===== config.mk =====
export PLATFORM = sky130hd
export DESIGN_NAME = cc_coef_commit_ctrl_flat
export DESIGN_NICKNAME = d
export VERILOG_FILES = /design/src/rtl/cc_coef_commit_ctrl_if.sv /design/src/rtl/cc_coef_commit_ctrl.sv /design/src/flat_wrapper.sv
export SDC_FILE = /design/constraint.sdc
export NUM_CORES = 1
export LEC_CHECK = 0
export CAP_MARGIN = 20
export CORE_UTILIZATION = 30
export CTS_CLUSTER_SIZE = 30
export DETAILED_ROUTE_END_ITERATION = 6
export GPL_TIMING_DRIVEN = 0
export HOLD_SLACK_MARGIN = 0.08
export PLACE_DENSITY_LB_ADDON = 0.08
export SYNTH_ARGS = -nofsm -noshare
export SYNTH_HDL_FRONTEND = slang
export SYNTH_SLANG_ARGS = --single-unit

===== constraint.sdc =====
create_clock -name clk_i -period 14.9 [get_ports clk_i]
set_clock_uncertainty 0.1 [all_clocks]
set_input_delay 4.47 -clock clk_i [delete_from_list [all_inputs] [get_ports clk_i]]
set_output_delay 4.47 -clock clk_i [all_outputs]
set_load 0.05 [all_outputs]

===== src/rtl/cc_coef_commit_ctrl_if.sv =====
// ============================================================================
// cc_coef_commit_ctrl_if : CSR and video-stream signal bundle for the commit controller
// Revision 1.0
// ============================================================================
`default_nettype none

interface cc_coef_commit_ctrl_if #(
  parameter int COEF_WIDTH      = 16,
  parameter int FRAME_CNT_WIDTH = 16
);
  // Names carry the direction seen from the controller.
  logic [9*COEF_WIDTH-1:0]    cfg_coef_i;
  logic                       cfg_update_i;
  logic                       cfg_pending_o;
  logic [9*COEF_WIDTH-1:0]    active_coef_o;
  logic                       commit_o;
  logic                       video_tvalid_i;
  logic                       video_tuser_i;
  logic                       video_tready_o;
  logic                       video_tvalid_o;
  logic                       video_tready_i;
  logic [FRAME_CNT_WIDTH-1:0] frame_cnt_o;
  logic                       timeout_o;

  modport slave (
    input  cfg_coef_i, cfg_update_i, video_tvalid_i, video_tuser_i, video_tready_i,
    output cfg_pending_o, active_coef_o, commit_o, video_tready_o, video_tvalid_o,
           frame_cnt_o, timeout_o
  );

  modport master (
    output cfg_coef_i, cfg_update_i, video_tvalid_i, video_tuser_i, video_tready_i,
    input  cfg_pending_o, active_coef_o, commit_o, video_tready_o, video_tvalid_o,
           frame_cnt_o, timeout_o
  );
endinterface

`default_nettype wire


===== src/rtl/cc_coef_commit_ctrl.sv =====
// ============================================================================
// cc_coef_commit_ctrl : frame-synchronous 3x3 coefficient commit (option CC_COMMIT_TIMEOUT_EN)
// Revision 1.0
// ============================================================================
`default_nettype none

module cc_coef_commit_ctrl #(
  parameter int COEF_WIDTH      = 16,
  parameter int FRACT_WIDTH     = 10,
  parameter int FRAME_CNT_WIDTH = 16
`ifdef CC_COMMIT_TIMEOUT_EN
  , parameter int TIMEOUT_CYCLES = 1 << 22
`endif
) (
  input  logic                  clk_i,
  input  logic                  rst_i,
  cc_coef_commit_ctrl_if.slave  ctrl
);

  localparam logic [COEF_WIDTH-1:0] C_ONE  = {{(COEF_WIDTH-1){1'b0}}, 1'b1} << FRACT_WIDTH;
  localparam logic [COEF_WIDTH-1:0] C_ZERO = '0;
  localparam logic [9*COEF_WIDTH-1:0] C_IDENT =
    {C_ONE, C_ZERO, C_ZERO, C_ZERO, C_ONE, C_ZERO, C_ZERO, C_ZERO, C_ONE};

  typedef enum logic [0:0] {
    ST_IDLE  = 1'b0,
    ST_ARMED = 1'b1
  } state_t;

  state_t                     state_q;
  logic [9*COEF_WIDTH-1:0]    shadow_q;
  logic [9*COEF_WIDTH-1:0]    active_q;
  logic                       commit_q;
  logic [FRAME_CNT_WIDTH-1:0] frame_cnt_q;

  logic sof_pres;
  logic hold;
  logic tvalid_out;

  assign sof_pres   = ctrl.video_tvalid_i & ctrl.video_tuser_i;
  assign hold       = (state_q == ST_ARMED) & sof_pres;
  assign tvalid_out = ctrl.video_tvalid_i & ~hold;

`ifdef CC_COMMIT_TIMEOUT_EN
  localparam int CNT_W = (TIMEOUT_CYCLES > 1) ? $clog2(TIMEOUT_CYCLES) : 1;
  logic [CNT_W-1:0] tmo_cnt_q;
  logic             timeout_q;
  logic             tmo_hit;

  // A fresh update restarts the wait, so it also suppresses the forced commit.
  assign tmo_hit = (state_q == ST_ARMED) & (tmo_cnt_q == CNT_W'(TIMEOUT_CYCLES - 1))
                 & ~sof_pres & ~ctrl.cfg_update_i;
`endif

  always_ff @(posedge clk_i or posedge rst_i) begin
    if (rst_i) begin
      state_q     <= ST_IDLE;
      shadow_q    <= C_IDENT;
      active_q    <= C_IDENT;
      commit_q    <= 1'b0;
      frame_cnt_q <= '0;
`ifdef CC_COMMIT_TIMEOUT_EN
      tmo_cnt_q   <= '0;
      timeout_q   <= 1'b0;
`endif
    end else begin
      commit_q <= 1'b0;
      if (tvalid_out & ctrl.video_tready_i & ctrl.video_tuser_i) begin
        frame_cnt_q <= frame_cnt_q + FRAME_CNT_WIDTH'(1);
      end
      case (state_q)
        ST_IDLE: begin
          if (ctrl.cfg_update_i) begin
            shadow_q <= ctrl.cfg_coef_i;
            state_q  <= ST_ARMED;
`ifdef CC_COMMIT_TIMEOUT_EN
            tmo_cnt_q <= '0;
`endif
          end
        end
        ST_ARMED: begin
          if (ctrl.cfg_update_i) begin
            shadow_q <= ctrl.cfg_coef_i;
          end
`ifdef CC_COMMIT_TIMEOUT_EN
          if (ctrl.cfg_update_i) begin
            tmo_cnt_q <= '0;
          end else begin
            tmo_cnt_q <= tmo_cnt_q + CNT_W'(1);
          end
`endif
          if (sof_pres) begin
            // Same-cycle update bypasses the shadow so the newest write wins.
            active_q <= ctrl.cfg_update_i ? ctrl.cfg_coef_i : shadow_q;
            commit_q <= 1'b1;
            state_q  <= ST_IDLE;
          end
`ifdef CC_COMMIT_TIMEOUT_EN
          else if (tmo_hit) begin
            active_q  <= shadow_q;
            commit_q  <= 1'b1;
            timeout_q <= 1'b1;
            state_q   <= ST_IDLE;
          end
`endif
        end
        default: state_q <= ST_IDLE;
      endcase
    end
  end

  assign ctrl.cfg_pending_o  = (state_q == ST_ARMED);
  assign ctrl.active_coef_o  = active_q;
  assign ctrl.commit_o       = commit_q;
  assign ctrl.video_tvalid_o = tvalid_out;
  assign ctrl.video_tready_o = ctrl.video_tready_i & ~hold;
  assign ctrl.frame_cnt_o    = frame_cnt_q;
`ifdef CC_COMMIT_TIMEOUT_EN
  assign ctrl.timeout_o      = timeout_q;
`else
  assign ctrl.timeout_o      = 1'b0;
`endif

endmodule

`default_nettype wire


===== src/flat_wrapper.sv =====
// flat-port wrapper written by rule: the top's interface ports become plain ports
module cc_coef_commit_ctrl_flat 
#(
  parameter int COEF_WIDTH      = 16,
  parameter int FRACT_WIDTH     = 10,
  parameter int FRAME_CNT_WIDTH = 16

)
  (clk_i, rst_i, ctrl_cfg_coef_i, ctrl_cfg_update_i, ctrl_video_tvalid_i, ctrl_video_tuser_i, ctrl_video_tready_i, ctrl_cfg_pending_o, ctrl_active_coef_o, ctrl_commit_o, ctrl_video_tready_o, ctrl_video_tvalid_o, ctrl_frame_cnt_o, ctrl_timeout_o);
  cc_coef_commit_ctrl_if #(.COEF_WIDTH(COEF_WIDTH), .FRAME_CNT_WIDTH(FRAME_CNT_WIDTH)) ctrl_i ();
  input  logic clk_i;
  input  logic rst_i;
  input wire logic [$bits(ctrl_i.cfg_coef_i)-1:0] ctrl_cfg_coef_i;
  input wire logic [$bits(ctrl_i.cfg_update_i)-1:0] ctrl_cfg_update_i;
  input wire logic [$bits(ctrl_i.video_tvalid_i)-1:0] ctrl_video_tvalid_i;
  input wire logic [$bits(ctrl_i.video_tuser_i)-1:0] ctrl_video_tuser_i;
  input wire logic [$bits(ctrl_i.video_tready_i)-1:0] ctrl_video_tready_i;
  output wire logic [$bits(ctrl_i.cfg_pending_o)-1:0] ctrl_cfg_pending_o;
  output wire logic [$bits(ctrl_i.active_coef_o)-1:0] ctrl_active_coef_o;
  output wire logic [$bits(ctrl_i.commit_o)-1:0] ctrl_commit_o;
  output wire logic [$bits(ctrl_i.video_tready_o)-1:0] ctrl_video_tready_o;
  output wire logic [$bits(ctrl_i.video_tvalid_o)-1:0] ctrl_video_tvalid_o;
  output wire logic [$bits(ctrl_i.frame_cnt_o)-1:0] ctrl_frame_cnt_o;
  output wire logic [$bits(ctrl_i.timeout_o)-1:0] ctrl_timeout_o;
  assign ctrl_i.cfg_coef_i = ctrl_cfg_coef_i;
  assign ctrl_i.cfg_update_i = ctrl_cfg_update_i;
  assign ctrl_i.video_tvalid_i = ctrl_video_tvalid_i;
  assign ctrl_i.video_tuser_i = ctrl_video_tuser_i;
  assign ctrl_i.video_tready_i = ctrl_video_tready_i;
  assign ctrl_cfg_pending_o = ctrl_i.cfg_pending_o;
  assign ctrl_active_coef_o = ctrl_i.active_coef_o;
  assign ctrl_commit_o = ctrl_i.commit_o;
  assign ctrl_video_tready_o = ctrl_i.video_tready_o;
  assign ctrl_video_tvalid_o = ctrl_i.video_tvalid_o;
  assign ctrl_frame_cnt_o = ctrl_i.frame_cnt_o;
  assign ctrl_timeout_o = ctrl_i.timeout_o;
  cc_coef_commit_ctrl #(.COEF_WIDTH(COEF_WIDTH), .FRACT_WIDTH(FRACT_WIDTH), .FRAME_CNT_WIDTH(FRAME_CNT_WIDTH)) u_core (.clk_i(clk_i), .rst_i(rst_i), .ctrl(ctrl_i));
endmodule

# Yosys cells after proc, flatten, opt, wreduce, memory -nomap -nowiden

Cells that the tools add are included.
W data, S select, Z words.

Register bits: 306
Input bits: 150
Output and inout port bits: 165
Logic and storage cells: 21

$add $sub $neg: 1
Multiplexer cells: 6
Bitwise logic cells: 8
Reduce and logical (&&, ||, !) cells: 1

Operators by type and width:

| kind                    | count |
|---|---|
| $mux W144               | 1 |
| $add A16 B1 Y16 const B | 1 |
| $and A1 B1 Y1           | 6 |
| $mux W1                 | 4 |
| $not A1 Y1              | 2 |
| $pmux W1 S2             | 1 |
| $reduce_and A2 Y1       | 1 |

# Logic depth before layout (Yosys ltp)

Word-level depth: 6
Gate-level depth with buffers: 6
Mapped depth without buffers: 5

# Least setup slack after synthesis

No wires, ideal clock.

Kind: input-to-output
Start: input port ctrl_video_tvalid_i
End: output port ctrl_video_tready_o
Arrival time: 5179 ps
Required time: 10330 ps
Setup slack: 5151 ps
Cell stages on the path: 3
Path buffers: 1
Path through: nand3_1 -> buf_2 -> and2_1

Longest elaborated chain between the ends: 4

RTL lines:

| item               | line                       | text |
|---|---|---|
| start: declaration | flat_wrapper.sv:15         | `input wire logic [$bits(ctrl_i.video_tvalid_i)-1:0] ctrl_video_tvalid_i;` |
| $and A1 B1 Y1      | cc_coef_commit_ctrl.sv:40  | `assign sof_pres = ctrl.video_tvalid_i & ctrl.video_tuser_i;` |
| $and A1 B1 Y1      | cc_coef_commit_ctrl.sv:41  | `assign hold = (state_q == ST_ARMED) & sof_pres;` |
| $not A1 Y1         | cc_coef_commit_ctrl.sv:116 | `assign ctrl.video_tready_o = ctrl.video_tready_i & ~hold;` |
| $and A1 B1 Y1      | cc_coef_commit_ctrl.sv:116 |  |
| end: declaration   | flat_wrapper.sv:21         | `output wire logic [$bits(ctrl_i.video_tready_o)-1:0] ctrl_video_tready_o;` |

No other way between the ends.

# Worst setup path in the final report

Start: input port ctrl_video_tvalid_i
End: output port ctrl_video_tvalid_o

Longest elaborated chain between the ends: 4

RTL lines:

| item             | line                      | text |
|---|---|---|
| $and A1 B1 Y1    | cc_coef_commit_ctrl.sv:40 |  |
| $and A1 B1 Y1    | cc_coef_commit_ctrl.sv:41 |  |
| $not A1 Y1       | cc_coef_commit_ctrl.sv:42 | `assign tvalid_out = ctrl.video_tvalid_i & ~hold;` |
| $and A1 B1 Y1 *  | cc_coef_commit_ctrl.sv:42 |  |
| end: declaration | flat_wrapper.sv:22        | `output wire logic [$bits(ctrl_i.video_tvalid_o)-1:0] ctrl_video_tvalid_o;` |

Every way passes the cells marked *; elsewhere a longest branch is shown, timed or not.

==> reports/results.txt <==
Peak supply drop - 0.09030 mV
Most used DFF post-synth - dfrtp_1
DR iter-0 viols - 218
Slowest CP cell - clkdlybuf4s50_1
# IOs - 315
Cell Area, Synth - 11550 sq um
Compound-gate portion of the synthesized area - 0%
Post-CTS sizing - 0
Req. time, crit path - 10.33 ns
Post-synthesis adder-cell area fraction - 0.1083%
Top post-synthesis cells by count - nand2_1, dfrtp_1, mux2_2, buf_2, xnor2_1
Vias in the first global route - 8184
Lkg Pwr - 7.643 nW
Most common cell in the netlist - nand2_1
Final HPWL DP - 20980 um
Drt wl/cell - 16.35 um
Final Wtd Congestion - 0.7403
Fin crit share - 73.71%
Post-synthesis xor/xnor area fraction - 1.137%
CORE AREA - 37760 sq um
Slew Limit Fails - 0
Synthesized flop and latch total - 306
First-pass GRT wire length - 47470 um
Reg power frac - 39.0%
Number of synthesized flops with an enable pin - 0
Sequential share of the synthesized area - 66.36%
Sw Share - 34.03%
DIE AREA - 39290 sq um
CTS root buffer - clkbuf_16
Yosys top cell area share - 65.00%
H-tree lvl count - 2
TritonCTS buffer count - 36
CTS tree - yes
Crit path largest cell delay - 0.79 ns
Final Routed Wirelength - 30620 um
Area Growth Syn to Fin - 43.31%
Setup Fix Bufs, Post-CTS - 0
CP cell instances - clkdlybuf4s50_1, nand3_1, buf_2, and2_2, clkdlybuf4s50_1
Initial Utilization - 30.59%
Hold Path Class - register to register
Via count - 7895
Peak Freq - 91.05 MHz
Antenna violations before repair - 6
Final instance area - 16550 sq um
CP Capture Type - output pin
Internal power - 1.727 mW
DRC violations left - 0
Setup CP Type - input pin to output pin
RSZ-0062 raised after global routing - no
Final setup fails - 0
Largest family of logic cells by synthesized area - simple AND/OR/NAND/NOR gates
CTS Buffer Depth - 3
Mapped Cells - 981
Finished Layout Cells - 1873
Post-Place Setup Slack - 3.869 ns
Inst Count DP - 1807
Max cap viols - 0
Worst slew pin tran - 0.6267 ns
CTS sink cnt - 306
Total power - 2.618 mW
Delay-heaviest family, CP - buffers and inverters
Layout fillers - 3609
CP Data Arrival Time - 6.41 ns
DRT antenna net count - 0
First drt pass iteration count - 4
Average size of a mapped cell - 11.77 sq um
Clock network fraction of total power - 32.4%
Synth Net Count - 1132
# hold bufs at CTS - 0
Min cycle time layout - 10.98 ns
Power per cell area - 158.1 nW/um^2
Die W - 198.2 um
Placement Rows - 71
Reg area - 7665 sq um
Vias/cell - 4.215
Fraction of registers with async set/reset - 100.0%
Placed inst area - 15400 sq um
Top cells by area, synth - dfrtp_1, nand2_1, mux2_2
Worst setup SP type - input pin
Crit path buffers/inverters - 3
Ys Warns - 0
Worst Path Max Fanout - 10
Multi-input gate area in the final layout - 3606 sq um
Worst setup margin - 3.917 ns
GRT overflow - 0
GR Util All Layers - 15.70%
Die Y-Extent - 198.2 um
Rel. slew slack - 58.22%
Clk Latency, worst-skew pair - 0.52 ns
Synth area leader - dfrtp_1
Fin. Hold Viols - 0
Synth unique cells - 25
Nets - 1485
Status - completed
IO Port Bufs - 312
Worst-path clk slew - 0.06 ns
Simple-Gate Fraction of Synth Area - 15.90%
CP dominant cell by count - clkdlybuf4s50_1
Comb pwr share - 28.6%
Layout cells sized above 1 - 18.38%
Post-synthesis mux area share - 14.04%
Largest net degree at the start of global routing - 114
Psw - 0.8909 mW
through the flow:
step / TNS [ns] / util, % / hold slack [ns]
global placement: -816.90 / 40.56 / 0.3459
detailed placement: 0 / 40.80 / 0.3492
CTS: 0 / 43.83 / 0.3593
floorplan: 0 / - / 0.3719
finish: 0 / 43.84 / 0.3573
global route: 0 / 43.83 / 0.3805
registers in the layout (all words and copies together) (netlist names):
register                   flops
u_core.ctrl.active_coef_o    144
u_core.shadow_q              144
u_core.ctrl.frame_cnt_o       16
u_core.ctrl.cfg_pending_o      1
u_core.ctrl.commit_o           1
cell type report:
cell class,instances,area share [%]
Clock inverter,6,0.2419
Tap cell,511,3.863
Multi-Input combinational cell,623,21.79
Inverter,3,0.1134
Sequential cell,306,46.31
Clock buffer,58,6.675
Timing Repair Buffer,315,19.37
Buffer,49,1.618
Antenna cell,2,0.03024
worst min-delay path, stage by stage, from the launching register on:
cell     delay (ns)
dfstp_2        0.37
nand2_1        0.05
nand2_1        0.04
final timing paths:
| kind | slack [ns] | startpoint | to | cells after the start |
|---|---|---|---|---|
| hold reg to reg | 0.36 | u_core.ctrl.active_coef_o[74] | u_core.ctrl.active_coef_o[74] | 2 |
| hold / removal | 0.36 | u_core.ctrl.active_coef_o[74] | u_core.ctrl.active_coef_o[74] | 2 |
| max in group asynchronous | 9.15 | rst_i | u_core.shadow_q[121] | 4 |
| setup reg to reg | 13.12 | u_core.ctrl.cfg_pending_o | u_core.ctrl.active_coef_o[66] | 5 |
| setup / recovery | 3.92 | ctrl_video_tvalid_i | ctrl_video_tvalid_o | 5 |
| min in group asynchronous | 4.27 | rst_i | u_core.shadow_q[30] | 2 |
per-layer routing:
layer / vias to the layer above / GRT usage, % / wire length, um
met2: 202 / 24.35 / 14190
met5: - / 0 / 38
li1: 3842 / - / -
met4: 6 / 4.737 / 536
met1: 3803 / 20.12 / 13160
met3: 42 / 6.081 / 2705
power groups by stage:
stage                     sequential, mW  clock (mW)  combinational [mW]
after global placement              1.03           0               0.753
after detailed placement            1.04           0               0.759
after floorplan                     1.34           0               0.158
after CTS                           1.02       0.881               0.761
after global routing                1.04       0.914               0.797
final                               1.02       0.847               0.750
cells in the final DEF, fill, tap and decap left out, types with 3 or more instances in the layout:
cell type / Yosys / final
mux2_2: 144 / 144
xnor2_1: 14 / 14
clkdlybuf4s50_1: 0 / 312
buf_16: 0 / 3
dfrtp_1: 300 / 300
nand2_1: 440 / 440
nand4_1: 4 / 4
dfstp_2: 6 / 6
buf_1: 3 / 3
clkinv_2: 0 / 3
buf_2: 28 / 28
clkbuf_1: 11 / 22
buf_6: 6 / 6
clkbuf_16: 0 / 37
clkbuf_8: 0 / 10
nand3_1: 6 / 6
kinds of logic after synthesis:
group / after synthesis
simple gates: 462
fa+ha+maj: 1
buf+inv: 52
flops: 306
xor+xnor: 15
other cells: 1
mux: 144
No activity file was read; power rests on OpenSTA's default activity.
